`config.mk`:
```
export PLATFORM = sky130hd
export DESIGN_NAME = life_updater
export DESIGN_NICKNAME = d
export VERILOG_FILES = /design/src/rtl/life_pkg.sv /design/src/rtl/life_word_calc.sv /design/src/rtl/life_updater.sv
export SDC_FILE = /design/constraint.sdc
export NUM_CORES = 1
export LEC_CHECK = 0
export CAP_MARGIN = 15
export CORE_ASPECT_RATIO = 0.8
export CORE_MARGIN = 2
export CORE_UTILIZATION = 55
export CTS_CLUSTER_DIAMETER = 200
export DETAILED_ROUTE_END_ITERATION = 10
export PLACE_DENSITY_LB_ADDON = 0.2
export RECOVER_POWER = 100
export SYNTH_ARGS = -nofsm -noshare
export SYNTH_HDL_FRONTEND = slang
export SYNTH_SLANG_ARGS = --single-unit
```
`constraint.sdc`:
```
create_clock -name clk_in -period 18.29 [get_ports clk_in]
set_input_delay 3.658 -clock clk_in [delete_from_list [all_inputs] [get_ports clk_in]]
set_output_delay 3.658 -clock clk_in [all_outputs]
set_load 0.02 [all_outputs]
```
`src/rtl/life_pkg.sv`:
```
// Shared types, geometry helpers and the life rule for the generation updater.
// Latency: n/a (declarations only).
// Backpressure: n/a.
package life_pkg;

    typedef enum logic [2:0] {
        IDLE  = 3'd0,
        READ  = 3'd1,
        CALC  = 3'd2,
        WRITE = 3'd3,
        DONE  = 3'd4
    } state_t;

    // Default board geometry; instances override through module parameters.
    localparam int DEF_LINE_WIDTH = 8;
    localparam int DEF_BOARD_W    = 64;
    localparam int DEF_BOARD_H    = 48;

    // Words per board row, and words per bank (one full board image).
    localparam int WPR        = DEF_BOARD_W / DEF_LINE_WIDTH;
    localparam int BANK_WORDS = WPR * DEF_BOARD_H;

    // Each output word costs 10 READ cycles (9 issues + 1 trailing capture),
    // one CALC and one WRITE.
    localparam int CYCLES_PER_WORD = 12;
    localparam int READS_PER_WORD  = 9;

    function automatic int words_per_row(input int board_w, input int line_width);
        return board_w / line_width;
    endfunction

    // Survive on 2 or 3 live neighbours, birth on exactly 3.
    function automatic logic life_rule(input logic alive, input logic [3:0] nbrs);
        return alive ? ((nbrs == 4'd2) || (nbrs == 4'd3)) : (nbrs == 4'd3);
    endfunction

endpackage

```
`src/rtl/life_word_calc.sv`:
```
// Next-state word from a 3-row window (each row: left-edge cell, word, right-edge cell).
// Latency: combinational.
// Backpressure: none; the caller registers the result when it needs it.
module life_word_calc
    import life_pkg::*;
#(
    parameter int LINE_WIDTH = 8
) (
    input  logic [LINE_WIDTH+1:0] row_top,
    input  logic [LINE_WIDTH+1:0] row_mid,
    input  logic [LINE_WIDTH+1:0] row_bot,
    output logic [LINE_WIDTH-1:0] next_word
);

    // Word bit i sits at window index i+1; its neighbours span indices i..i+2.
    always_comb begin
        logic [3:0] cnt;
        cnt       = '0;
        next_word = '0;
        for (int i = 0; i < LINE_WIDTH; i++) begin
            cnt = 4'(row_top[i]) + 4'(row_top[i+1]) + 4'(row_top[i+2])
                + 4'(row_mid[i])                    + 4'(row_mid[i+2])
                + 4'(row_bot[i]) + 4'(row_bot[i+1]) + 4'(row_bot[i+2]);
            next_word[i] = life_rule(row_mid[i+1], cnt);
        end
    end

endmodule

```
`src/rtl/life_updater.sv`:
```
// Computes one game-of-life generation from the front bank into the back bank, then swaps.
// Latency: 12 cycles per word; done_out 12*BANK_WORDS+1 cycles after start_in.
// Backpressure: none; start_in is ignored while busy, memory must answer in 1 cycle. Macro LIFE_TORUS_WRAP_EN selects a toroidal board.
module life_updater
    import life_pkg::*;
#(
    parameter int ADDR_SIZE  = 32,
    parameter int LINE_WIDTH = 8,
    parameter int BOARD_W    = 64,
    parameter int BOARD_H    = 48
) (
    input  logic                  clk_in,
    input  logic                  rst_n_in,
    input  logic                  start_in,
    output logic [ADDR_SIZE-1:0]  addr_r_out,
    input  logic [LINE_WIDTH-1:0] data_in,
    output logic [ADDR_SIZE-1:0]  addr_w_out,
    output logic [LINE_WIDTH-1:0] data_w_out,
    output logic                  we_out,
    output logic                  busy_out,
    output logic                  done_out,
    output logic                  bank_out,
    output logic [15:0]           gen_count_out
);

    localparam int ROW_WORDS = words_per_row(BOARD_W, LINE_WIDTH);
    localparam int BANK_SIZE = ROW_WORDS * BOARD_H;
    localparam int RW        = $clog2(BOARD_H);
    localparam int CW        = (ROW_WORDS > 1) ? $clog2(ROW_WORDS) : 1;

    localparam logic [3:0] K_LAST_ISSUE = 4'(READS_PER_WORD - 1);
    localparam logic [3:0] K_LAST       = 4'(CYCLES_PER_WORD - 3);

    state_t                state_q;
    state_t                state_d;
    logic [RW-1:0]         row_q;
    logic [CW-1:0]         col_q;
    logic [3:0]            k_q;
    logic [LINE_WIDTH-1:0] win_q [9];
    logic                  off_q;
    logic [ADDR_SIZE-1:0]  addr_r_q;
    logic                  last_word;
    logic                  last_col;

    int                    nr;
    int                    nc;
    logic                  rd_off;
    logic [ADDR_SIZE-1:0]  rd_addr;
    logic [ADDR_SIZE-1:0]  wr_addr;
    logic [LINE_WIDTH-1:0] calc_word;

    assign last_col  = (int'(col_q) == ROW_WORDS - 1);
    assign last_word = last_col && (int'(row_q) == BOARD_H - 1);

    // Neighbour word for read k: resolve off-board coordinates, form bank addresses.
    always_comb begin
        nr     = int'(row_q) + int'(k_q) / 3 - 1;
        nc     = int'(col_q) + int'(k_q) % 3 - 1;
        rd_off = 1'b0;
`ifdef LIFE_TORUS_WRAP_EN
        if (nr < 0)              nr = BOARD_H - 1;
        else if (nr >= BOARD_H)  nr = 0;
        if (nc < 0)              nc = ROW_WORDS - 1;
        else if (nc >= ROW_WORDS) nc = 0;
`else
        // Off-board words still get a (clamped) read so every word takes 12 cycles.
        if (nr < 0) begin
            nr     = 0;
            rd_off = 1'b1;
        end else if (nr >= BOARD_H) begin
            nr     = BOARD_H - 1;
            rd_off = 1'b1;
        end
        if (nc < 0) begin
            nc     = 0;
            rd_off = 1'b1;
        end else if (nc >= ROW_WORDS) begin
            nc     = ROW_WORDS - 1;
            rd_off = 1'b1;
        end
`endif
        rd_addr = ADDR_SIZE'((bank_out ? BANK_SIZE : 0) + nr * ROW_WORDS + nc);
        wr_addr = ADDR_SIZE'((bank_out ? 0 : BANK_SIZE)
                             + int'(row_q) * ROW_WORDS + int'(col_q));
    end

    life_word_calc #(
        .LINE_WIDTH (LINE_WIDTH)
    ) u_calc (
        .row_top   ({win_q[0][0], win_q[1], win_q[2][LINE_WIDTH-1]}),
        .row_mid   ({win_q[3][0], win_q[4], win_q[5][LINE_WIDTH-1]}),
        .row_bot   ({win_q[6][0], win_q[7], win_q[8][LINE_WIDTH-1]}),
        .next_word (calc_word)
    );

    // State register.
    always_ff @(posedge clk_in or negedge rst_n_in) begin
        if (!rst_n_in) state_q <= IDLE;
        else           state_q <= state_d;
    end

    // Next-state logic; start_in only matters in IDLE.
    always_comb begin
        state_d = state_q;
        case (state_q)
            IDLE:    if (start_in) state_d = READ;
            READ:    if (k_q == K_LAST) state_d = CALC;
            CALC:    state_d = WRITE;
            WRITE:   state_d = last_word ? DONE : READ;
            DONE:    state_d = IDLE;
            default: state_d = IDLE;
        endcase
    end

    // Output decode; the read address shows the live issue and otherwise holds the last one.
    always_comb begin
        busy_out   = (state_q != IDLE);
        done_out   = (state_q == DONE);
        we_out     = (state_q == WRITE);
        addr_r_out = ((state_q == READ) && (k_q <= K_LAST_ISSUE)) ? rd_addr : addr_r_q;
    end

    // Sweep position, read window capture, write word/address and bank bookkeeping.
    always_ff @(posedge clk_in or negedge rst_n_in) begin
        if (!rst_n_in) begin
            row_q         <= '0;
            col_q         <= '0;
            k_q           <= '0;
            off_q         <= 1'b0;
            addr_r_q      <= '0;
            addr_w_out    <= '0;
            data_w_out    <= '0;
            bank_out      <= 1'b0;
            gen_count_out <= '0;
            for (int i = 0; i < 9; i++) win_q[i] <= '0;
        end else begin
            case (state_q)
                IDLE: begin
                    if (start_in) begin
                        row_q <= '0;
                        col_q <= '0;
                        k_q   <= '0;
                    end
                end
                READ: begin
                    if (k_q <= K_LAST_ISSUE) begin
                        addr_r_q <= rd_addr;
                        off_q    <= rd_off;
                    end
                    if (k_q != 4'd0) win_q[k_q - 4'd1] <= off_q ? '0 : data_in;
                    k_q <= k_q + 4'd1;
                end
                CALC: begin
                    data_w_out <= calc_word;
                    addr_w_out <= wr_addr;
                end
                WRITE: begin
                    k_q <= '0;
                    if (!last_word) begin
                        if (last_col) begin
                            col_q <= '0;
                            row_q <= row_q + RW'(1);
                        end else begin
                            col_q <= col_q + CW'(1);
                        end
                    end
                end
                DONE: begin
                    bank_out      <= ~bank_out;
                    gen_count_out <= gen_count_out + 16'd1;
                end
                default: ;
            endcase
        end
    end

endmodule

```
Yosys cells after proc, flatten, opt, wreduce, memory -nomap -nowiden --
Index checks and enable logic that the tools add are counted.
Word-level totals: register bits 178, input bits 11, output and inout port bits 92, word-level logic and storage cells 185
Operators by class: add/sub/neg operators 69, divide/modulo/power cells 2, $lt $le $gt $ge 7, equality and inequality tests 27, mux-type cells 37, bitwise logic cells 2, reductions and logical operators 22
Operator list (number):
- 4-bit by 1-bit adder with 4-bit output | 48
- 32-bit 2-to-1 mux | 3
- 72-bit bitwise mux | 1
- 4-bit by 2-bit == test with 1-bit output, second input constant | 16
- 32-bit by 1-bit < comparator with 1-bit output, second input constant | 2
- 32-bit by 2-bit subtractor with 32-bit output, second input constant | 2
- 29-bit 2-to-1 mux | 2
- 10-bit by 32-bit adder with 32-bit output | 1
- 32-bit adder | 1
- 4-bit by 32-bit adder with 32-bit output | 1
- 7-bit by 32-bit adder with 32-bit output | 1
- 8-bit demux with 4-bit select | 1
- 5-bit by 3-bit divider with 32-bit output, second input constant | 1
- 32-bit by 5-bit >= comparator with 1-bit output, second input constant | 1
- 32-bit by 7-bit >= comparator with 1-bit output, second input constant | 1
- 5-bit by 3-bit remainder unit with 32-bit output, second input constant | 1
- 3-bit 2-to-1 mux | 6
- 6-bit 2-to-1 mux | 3
- 9-bit 2-to-1 mux | 2
- 1-bit by 1-bit adder with 2-bit output | 8
- 16-bit by 1-bit adder with 16-bit output, second input constant | 1
- 8-bit 2-to-1 mux | 2
- 1-bit 2-to-1 mux | 12
- 3-bit one-hot mux with 4 select lines | 1
- other kinds (31) | 48

Depth between registers and ports, before layout --
Gate-level depths: netlist (run 1).
depth in word-level cells 10, mapped depth 40, depth with buffers taken out 38

Cells and area by module --
From an unflattened synthesis (run 1), not the netlist that was laid out.
Second synthesis, totals: cell total of the unflattened synthesis 1237, area total of the unflattened synthesis 10860.4 um^2
By module, submodules not included:
- life_updater | instances 1, cells each 1083, area each 9491.6 um^2, seq. area each 2852.7 um^2
- life_word_calc | instances 1, cells each 154, area each 1368.8 um^2, seq. area each 0.0 um^2

Least setup slack after synthesis (run 1) --
Ideal clock, no wire load.
kind register to output, from reg k_q[2], to out addr_r_out[10], arrival 6.151 ns, data required time 14.632 ns, slack 8.481 ns, stages on the path, launching flop included 34, path buffers 2, cell sequence dfrtp_1 clkbuf_1 clkinv_1 nor2_1 ha_1 clkbuf_1 nor2b_1 a2bb2oi_1 xnor2_1 ha_1 nand3b_1 nor2_1 ha_1 inv_1 ha_1 a21o_1 a21oi_1 inv_1 a21oi_1 nor2_1 nor2_1 ha_1 nor2b_1 o21ai_0 a21oi_1 and2b_1 nand2b_1 fa_1 inv_1 ha_1 nand2b_1 a21oi_1 xor2_1 o21ai_0
Between the ends: word-level cells in the longest chain between the ends 9, elaborated cells between the ends (all ways) 19, those cells by class 6 x add/sub; 2 x div; 5 x order compare; 5 x mux; 1 x reduce/logical
Ends and longest elaborated chain:
- start: declaration | line life_updater.sv:38 | logic [3:0] k_q;
- start signal: assignment | line life_updater.sv:151 | k_q <= k_q + 4'd1;
- 5-bit by 3-bit divider with 32-bit output | line life_updater.sv:57 | nr = int'(row_q) + int'(k_q) / 3 - 1;
- 7-bit by 32-bit adder with 32-bit output | line life_updater.sv:57
- 32-bit by 2-bit subtractor with 32-bit output | line life_updater.sv:57
- 32-bit by 7-bit >= comparator with 1-bit output | line life_updater.sv:70 | end else if (nr >= BOARD_H) begin
- 29-bit 2-to-1 mux | line life_updater.sv:70
- 29-bit 2-to-1 mux | line life_updater.sv:67 | if (nr < 0) begin
- 10-bit by 32-bit adder with 32-bit output | line life_updater.sv:82 | rd_addr = ADDR_SIZE'((bank_out ? BANK_SIZE : 0) + nr * ROW_WORDS + nc);
- 32-bit adder | line life_updater.sv:82
- 32-bit 2-to-1 mux (*) | line life_updater.sv:120 | addr_r_out = ((state_q == READ) && (k_q <= K_LAST_ISSUE)) ? rd_addr : addr_r_q;
- end: declaration | line life_updater.sv:15 | output logic [ADDR_SIZE-1:0] addr_r_out,
Mark *: on every way between the ends. The rest lies on a longest branch, timed or not.

Final worst setup path (run 1) --
from reg k_q[2], to out addr_r_out[1]
Between the ends: word-level cells in the longest chain between the ends 8, elaborated cells between the ends (all ways) 11, those cells by class 3 x add/sub; 1 x div; 3 x order compare; 3 x mux; 1 x reduce/logical
Ends and longest elaborated chain:
- 5-bit by 3-bit remainder unit with 32-bit output | line life_updater.sv:58 | nc = int'(col_q) + int'(k_q) % 3 - 1;
- 4-bit by 32-bit adder with 32-bit output | line life_updater.sv:58
- 32-bit by 2-bit subtractor with 32-bit output | line life_updater.sv:58
- 32-bit by 5-bit >= comparator with 1-bit output | line life_updater.sv:77 | end else if (nc >= ROW_WORDS) begin
- 32-bit 2-to-1 mux | line life_updater.sv:77
- 32-bit 2-to-1 mux | line life_updater.sv:74 | if (nc < 0) begin
- 32-bit adder | line life_updater.sv:82
- 32-bit 2-to-1 mux (*) | line life_updater.sv:120
Marks and branches as above.

==> results of run 1 <==
==> cell type report <==
| class | count | area share |
|---|---|---|
| sequential | 114 | 0.2254 |
| clock buffer | 17 | 0.03361 |
| tap | 264 | 0.02609 |
| multi-input combinational | 1037 | 0.5859 |
| clock inverter | 15 | 0.01344 |
| inverter | 172 | 0.05100 |
| timing repair buffer | 84 | 0.06454 |
==> per-layer routing <==
metal | vias up | track usage | part of all wire
li1 | 4690 | - | -
met1 | 4368 | 0.3611 | 0.48
met2 | 286 | 0.3935 | 0.44
met3 | 42 | 0.03788 | 0.059
met4 | 0 | 0.07288 | 0.021
met5 | - | 0 | 0
==> logic make-up after synthesis <==
group                      synth area share
buffers and inverters               0.08934
and+or+nand+nor                      0.1715
adders and majority gates            0.2262
DFF                                  0.2595
xor gates and xnor gates            0.05178
other                             0.0006831
AOI/OAI and AO/OA                    0.1794
muxes                               0.02162
==> sequential cells by signal, indices dropped and copies added, names as in the netlist <==
name,cells
col_q,3
off_q,1
gen_count_out,16
bank_out,1
k_q,4
addr_w_out,10
data_w_out,8
win_q,30
row_q,6
state_q,3
addr_r_q,32
==> layout by cell type (no fill, tap or decap), types with 13 or more instances in the layout <==
master	n
inv_1	170
nor2_1	91
nor2b_1	18
nand2_1	128
clkbuf_16	17
fa_1	38
nand4_1	15
conb_1	72
xnor2_1	38
mux2_2	13
nor3_1	23
dlygate4sd3_1	79
o21ai_0	101
and3_1	18
nand3_1	29
xor2_1	27
a21o_1	18
dfrtp_1	114
ha_1	138
a21oi_1	77
==> tightest hold or removal path, delay by kind of cell, from the launching register on <==
family / cells / cell delay [ns]
flops: 1 / 0.33
compound gates: 1 / 0.05
simple gates: 1 / 0.05
==> metrics by stage <==
stage	instance area [sq um]	worst slack (ns)
6_report	12660	6.401
5_1_grt	12660	5.765
4_1_cts	12680	6.749
3_5_place_dp	12080	7.219
3_3_place_gp	12080	7.602
2_1_floorplan	11260	8.481
==> final timing paths <==
path                                         end  slack (ns)  cells past startpoint     startpoint
worst min register to register     data_w_out[1]        0.47                      2  data_w_out[1]
max in group asynchronous           addr_r_q[29]        9.89                      2       rst_n_in
worst max register to register             off_q       10.52                     24         k_q[2]
worst min-delay path               data_w_out[1]        0.47                      2  data_w_out[1]
min in group asynchronous       gen_count_out[7]        3.99                      1       rst_n_in
worst max-delay path               addr_r_out[1]        6.40                     25         k_q[2]
==> results.py, run 1 <==
metrics = {
    "clock_network": {
        "cts_tree": "done",
        "post_cts.repair.setup_buffers": 0,
        "cts.sinks": 114,
        "cts_root_buffer": "clkbuf_16",
        "clkLatencyLatePin_ns": 0.43,
        "cts_max_path_buffers": 2,
        "cts_buffers": 17,
        "h-tree-depth": 4,
        "clk_pin_slew_ns": 0.07,
        "postCtsHoldBufs": 0,
        "ctsResizeCount": 0,
    },
    "finish": {
        "final_cell_count_no_fill": 1703,
        "postLayoutCoreUtil": 0.6431,
        "num_antenna_cells": 0,
        "seqCellArea_sq_um": 2853,
        "multi_input_area_sq_um": 7417,
        "layout.nets": 1613,
        "drive_gt1_frac": 0.05003,
        "syn2layout_area_growth_pct": 15.14,
        "fill_cells": 1712,
    },
    "sta": {
        "final_hold_viol_count": 0,
        "period_minus_slack_ns": 11.89,
        "relSlewSlack": -1.409,
        "setup_viol": 0,
        "fmax_mhz": 84.11,
        "rsz0062_at_grt": "false",
        "post-route-period-util": 0.6501,
        "drv_slew": 177,
        "holdWs_ns": 0.4724,
        "worst_pin_slew_ns": 3.614,
        "finalSetupTns_ns": 0,
        "skew_ns": 0.01217,
    },
    "worst_hold_path": {
        "hp-class": "flop to flop",
    },
    "setup_path": {
        "max_stage_delay_ns": 0.71,
        "path_class": "flop to primary output",
        "cp-end-kind": "primary output",
        "cp_common_cell": "ha_1",
        "start_kind": "flop",
        "cp.arrival_ns": 8.23,
        "cp.required_ns": 14.63,
        "crit_fanout": 17,
        "critPathBufInv": 3,
        "critical-path-top-delay-family": "compound AO/OA/AOI/OAI gates",
        "crit_path_top_delay_cell": "dlygate4sd3_1",
    },
    "synth": {
        "ys_warn_count": 0,
        "synth-async-reset-ratio": 1.000,
        "synth_cell_types": 75,
        "ys_seq_area_frac": 0.2595,
        "avgSynthCellArea_sq_um": 8.373,
        "yosysMostFrequentCell": "inv_1",
        "synth_area_sq_um": 10990,
        "ys.flop_type": "dfrtp_1",
        "yosys.area.top_type": "dfrtp_1",
        "synthTopCellsByArea": "dfrtp_1 (26%), ha_1 (16%), fa_1 (6.9%)",
        "ys_top_cells_by_count": "inv_1 (170), ha_1 (138), nand2_1 (128)",
        "syn_inst": 1313,
        "synth_edf_count": 0,
        "synth.top_cell.area_share": 0.2595,
        "ys_seq_elements": 114,
    },
    "status": {
        "outcome": "complete, but fails checks",
        "violations": "capacitance limit, slew limit",
    },
    "floorplanning": {
        "start_util": 0.5585,
        "core_sq_um": 19680,
        "ios": 103,
        "die_y_microns": 130.5,
        "core.rowCount": 46,
        "die_x_microns": 162.1,
        "die_area_sq_um": 21140,
    },
    "route": {
        "ant_nets": 0,
        "wire_per_inst_microns": 14.86,
        "totalWireLength_mm": 25.31,
        "vias": 9386,
        "route.detailed.drc": 0,
        "vias_per_cell": 5.511,
        "drtIter0Drc": 782,
        "first_pass_iters": 6,
    },
    "placed_design": {
        "dp_hpwl_mm": 19.53,
        "routabilityCongestion": 1.000,
        "io_buffers": 80,
        "dp_cells": 1671,
    },
    "global_route": {
        "grt_max_degree": 69,
        "track_usage": 0.2503,
        "grt_pass1_wl_mm": 42.95,
        "grt_pass1_vias": 8869,
        "overflow": 0,
        "antenna_found_initial": 0,
    },
    "job": {
        "drv_cap": 3,
    },
}
Power of run 1 is not shown: default switching activity piles up to over one toggle a cycle in this logic, so the estimate is an artifact.
==> run 2, diff against run 1 <==
- clock period: 18.29 -> 12.3 ns (I/O delays scaled with it)
==> run 2 against run 1 <==
  * The flow still finishes with violations (capacitance limit, slew limit)
  * Sequential share of layout area about the same
  * Critical path depth unchanged
  * Core utilization decreased by 0.095 points
  * Wire length increased by 0.47%
  * Cell count unchanged
  * Non-clock buffer count unchanged
  * Highest routed layer unchanged
==> results.py, run 2 (synthesis gave the netlist of run 1 again) <==
metrics = {
    "status": {
        "outcome": "complete, but fails checks",
        "violations": "capacitance limit, slew limit",
    },
    "sta": {
        "fmax_mhz": 94.02,
        "final_hold_viol_count": 0,
        "skew_ns": 0.01209,
        "finalSetupTns_ns": 0,
        "period_minus_slack_ns": 10.64,
        "post-route-period-util": 0.8647,
        "drv_slew": 177,
        "setup_viol": 0,
        "relSlewSlack": -1.405,
        "rsz0062_at_grt": "false",
        "worst_pin_slew_ns": 3.607,
    },
    "global_route": {
        "track_usage": 0.2495,
        "grt_pass1_vias": 8809,
        "overflow": 0,
        "grt_pass1_wl_mm": 42.68,
        "antenna_found_initial": 0,
        "grt_max_degree": 69,
    },
    "clock_network": {
        "postCtsHoldBufs": 0,
        "post_cts.repair.setup_buffers": 0,
        "cts_tree": "done",
        "h-tree-depth": 4,
        "cts.sinks": 114,
        "cts_max_path_buffers": 2,
        "clkLatencyLatePin_ns": 0.42,
        "ctsResizeCount": 0,
        "cts_buffers": 17,
        "clk_pin_slew_ns": 0.06,
        "cts_root_buffer": "clkbuf_16",
    },
    "setup_path": {
        "r2r_end": "off_q",
        "worstSetupStartpoint": "k_q[2]",
        "crit_end": "addr_r_out[2]",
        "cp.arrival_ns": 8.18,
        "crit_fanout": 17,
        "cp.required_ns": 9.84,
        "start_kind": "flop",
        "worstReg2RegStart": "k_q[2]",
        "cp-end-kind": "primary output",
        "reg2reg_depth": 24,
        "r2r_slack_ns": 4.58,
        "path_class": "flop to primary output",
    },
    "finish": {
        "syn2layout_area_growth_pct": 14.97,
        "multi_input_area_sq_um": 7417,
        "seqCellArea_sq_um": 2853,
        "drive_gt1_frac": 0.05003,
        "largest_register_ffs": 32,
        "layout.nets": 1613,
        "largest_register": "addr_r_q",
        "fill_cells": 1706,
        "layout_common_cells": "inv_1 (170), ha_1 (138), nand2_1 (128)",
        "top_regs": "addr_r_q x32, win_q x30, gen_count_out x16",
        "num_antenna_cells": 0,
        "final_common_cell": "inv_1",
    },
    "route": {
        "vias": 9444,
        "totalWireLength_mm": 25.43,
        "ant_nets": 0,
        "vias_per_cell": 5.546,
        "drtIter0Drc": 792,
        "first_pass_iters": 8,
        "wire_per_inst_microns": 14.93,
        "route.detailed.drc": 0,
    },
    "worst_hold_path": {
        "hp-class": "flop to flop",
        "hold_path_depth": 2,
    },
    "floorplanning": {
        "core_sq_um": 19680,
        "ios": 103,
        "die_y_microns": 130.5,
        "die_area_sq_um": 21140,
        "core.rowCount": 46,
        "die_x_microns": 162.1,
        "start_util": 0.5585,
    },
    "placed_design": {
        "io_buffers": 80,
        "routabilityCongestion": 1.001,
        "dp_hpwl_mm": 19.60,
    },
    "job": {
        "drv_cap": 3,
    },
}
## run 2: cell types whose count changed in the layout (fill, tap and decap cells not counted), sizes merged
cell,change
bufinv,-1
clkbuf,+2
clkinv,-1
clkinvlp,+2
inv,-2
## run 2: worst min-delay path by stage
stage,start,endpoint
after floorplan,col_q[2],col_q[2]
after global placement,data_w_out[4],data_w_out[4]
after detailed placement,data_w_out[1],data_w_out[1]
after CTS,addr_w_out[1],addr_w_out[1]
after global routing,addr_w_out[1],addr_w_out[1]
final,data_w_out[0],data_w_out[0]
## run 2: metrics by stage
stage,cell area (sq um),util,setup WS [ns],instances,hold WS [ns]
finish,12640,0.6421,1.664,1703,0.4722
global route,12640,0.6421,0.8853,1703,0.4877
CTS,12660,0.6431,1.923,1703,0.4821
detailed placement,12080,0.6138,2.423,1671,0.4679
global placement,12080,0.6138,2.814,1671,0.4598
floorplan,11260,-,3.689,1383,0.4777
## run 2: final cells by class
| class | instances | area share |
|---|---|---|
| Clock buffer | 19 | 0.03583 |
| Tap cell | 264 | 0.02613 |
| Inverter | 172 | 0.05108 |
| Multi-Input combinational cell | 1037 | 0.5868 |
| Timing Repair Buffer | 84 | 0.06464 |
| Sequential cell | 114 | 0.2257 |
| Clock inverter | 13 | 0.009800 |
## run 2: worst max-delay path, stage by stage (launching register included)
cell,delay (ns)
dfrtp_1,0.64
clkinv_1,0.36
nor2_1,0.17
ha_1,0.32
nor2b_1,0.25
a2bb2oi_1,0.47
xnor2_1,0.21
ha_1,0.27
nand3b_1,0.19
nor2_1,0.47
mux2i_1,0.16
ha_1,0.29
inv_1,0.04
ha_1,0.22
fa_1,0.45
a211oi_1,0.54
o211ai_1,0.26
nand3_1,0.14
o211ai_1,0.16
o21ba_2,0.26
a221oi_1,0.35
a21oi_1,0.13
xnor2_1,0.30
nand2_1,0.15
a22oi_1,0.26
dlygate4sd3_1,0.71
## run 2: layer usage
| layer | global-route usage | up-vias | share of wire |
|---|---|---|---|
| met3 | 0.04798 | 36 | 0.058 |
| li1 | - | 4693 | - |
| met4 | 0.07288 | 0 | 0.017 |
| met1 | 0.3516 | 4412 | 0.48 |
| met5 | 0 | - | 0 |
| met2 | 0.3945 | 303 | 0.44 |
Power of run 2 is left out for the same reason.
==> run 3, diff against run 2 <==
- clock period: 12.3 -> 11.1 ns (I/O delays scaled with it)
==> run 3 against run 2 <==
  * The run still ends with capacitance limit, slew limit left
  * Setup slack worse by 0.83 ns
  * Die area stayed put
  * Sequential share of layout area hardly changed
  * First-iteration DRC count is 1.1% higher
  * Critical path depth is 6 higher
  * Flip-flop and latch count stayed put
  * Via count is 0.37% lower
  * Wire length hardly changed
  * Cell count stayed put
  * Final area hardly changed
  * Register-to-register slack worse by 1.1 ns
  * Critical path type unchanged
==> results.py, run 3 (synthesis gave the netlist of run 1 again) <==
metrics = {
    "finish": {
        "layout.nets": 1613,
        "top_regs": "addr_r_q x32, win_q x30, gen_count_out x16",
        "largest_register_ffs": 32,
        "largest_register": "addr_r_q",
        "syn2layout_area_growth_pct": 14.98,
        "drive_gt1_frac": 0.05073,
        "layout_common_cells": "inv_1 (170), ha_1 (138), nand2_1 (128)",
        "final_common_cell": "inv_1",
        "num_antenna_cells": 0,
    },
    "sta": {
        "setup_viol": 0,
        "fmax_mhz": 97.46,
        "post-route-period-util": 0.9244,
        "finalSetupTns_ns": 0,
        "skew_ns": 0.02149,
        "period_minus_slack_ns": 10.26,
        "worst_pin_slew_ns": 3.582,
        "relSlewSlack": -1.388,
        "drv_slew": 177,
        "final_hold_viol_count": 0,
        "rsz0062_at_grt": "false",
    },
    "clock_network": {
        "clkLatencyLatePin_ns": 0.43,
        "cts_tree": "done",
        "postCtsHoldBufs": 0,
        "cts_max_path_buffers": 2,
        "post_cts.repair.setup_buffers": 0,
        "h-tree-depth": 4,
        "ctsResizeCount": 0,
        "cts.sinks": 114,
        "cts_root_buffer": "clkbuf_16",
        "clk_pin_slew_ns": 0.06,
        "cts_buffers": 17,
    },
    "route": {
        "ant_nets": 0,
        "drtIter0Drc": 801,
        "first_pass_iters": 6,
        "vias": 9409,
        "vias_per_cell": 5.525,
        "totalWireLength_mm": 25.45,
        "wire_per_inst_microns": 14.94,
        "route.detailed.drc": 0,
    },
    "global_route": {
        "overflow": 0,
        "grt_pass1_vias": 8893,
        "grt_max_degree": 69,
        "grt_pass1_wl_mm": 43.23,
        "antenna_found_initial": 0,
        "track_usage": 0.2516,
    },
    "worst_hold_path": {
        "hp-class": "flop to flop",
    },
    "floorplanning": {
        "ios": 103,
        "die_y_microns": 130.5,
        "start_util": 0.5585,
        "die_x_microns": 162.1,
        "die_area_sq_um": 21140,
        "core_sq_um": 19680,
        "core.rowCount": 46,
    },
    "setup_path": {
        "cp-end-kind": "primary output",
        "path_class": "flop to primary output",
        "cp_common_cell": "ha_1",
        "cp.arrival_ns": 8.04,
        "max_stage_delay_ns": 0.76,
        "crit_path_top_delay_cell": "dlygate4sd3_1",
        "start_kind": "flop",
        "crit_fanout": 17,
        "cp.required_ns": 8.88,
    },
    "placed_design": {
        "dp_hpwl_mm": 19.65,
        "io_buffers": 80,
        "routabilityCongestion": 1.001,
    },
    "job": {
        "drv_cap": 3,
    },
    "status": {
        "outcome": "complete, but fails checks",
        "violations": "capacitance limit, slew limit",
    },
}
run 3: final timing paths:
kind                                   start           endpoint  slack, ns  depth (start not counted)
max                                   k_q[2]      addr_r_out[7]       0.84                         31
min                        gen_count_out[15]  gen_count_out[15]       0.47                          1
max reg2reg                           k_q[2]              off_q       3.49                         24
min reg2reg                gen_count_out[15]  gen_count_out[15]       0.47                          1
max in group asynchronous           rst_n_in              off_q       4.15                          2
min in group asynchronous           rst_n_in  gen_count_out[10]       2.56                          1
run 3: area by class of cell:
type	count	area [sq um]
clock buffers	17	425.4
clock inverters	15	147.6
fillers	1726	7043
inverters	172	645.6
multi-input cells	1037	7422
flip-flops and latches	114	2853
well taps	264	330.3
repair buffers	84	817.0
run 3: stage by stage:
| step | cells | setup WS [ns] | hold WS [ns] | utilization | instance area (sq um) |
|---|---|---|---|---|---|
| after floorplan | 1383 | 2.729 | 0.4777 | - | 11260 |
| after global placement | 1671 | 1.851 | 0.4598 | 0.6138 | 12080 |
| after detailed placement | 1671 | 1.442 | 0.4693 | 0.6138 | 12080 |
| after CTS | 1703 | 0.9461 | 0.4824 | 0.6429 | 12650 |
| after global routing | 1703 | 0.1322 | 0.4893 | 0.6422 | 12640 |
| final | 1703 | 0.8390 | 0.4692 | 0.6422 | 12640 |
run 3: critical path: cells and delay by family, from the launching register on:
family	cells	cell delay, ns
adders and majority gates	7	1.97
and+or+nand+nor	9	1.72
AOI/OAI and AO/OA	7	1.52
buffers and inverters	6	1.39
DFF	1	0.65
xor gates and xnor gates	2	0.36
run 3: routing by layer:
layer / track usage / vias up / share of wire
li1: - / 4686 / -
met3: 0.05145 / 30 / 0.059
met1: 0.3595 / 4414 / 0.48
met4: 0.06611 / 0 / 0.018
met2: 0.3930 / 279 / 0.44
met5: 0 / - / 0
Power of run 3 is left out for the same reason.
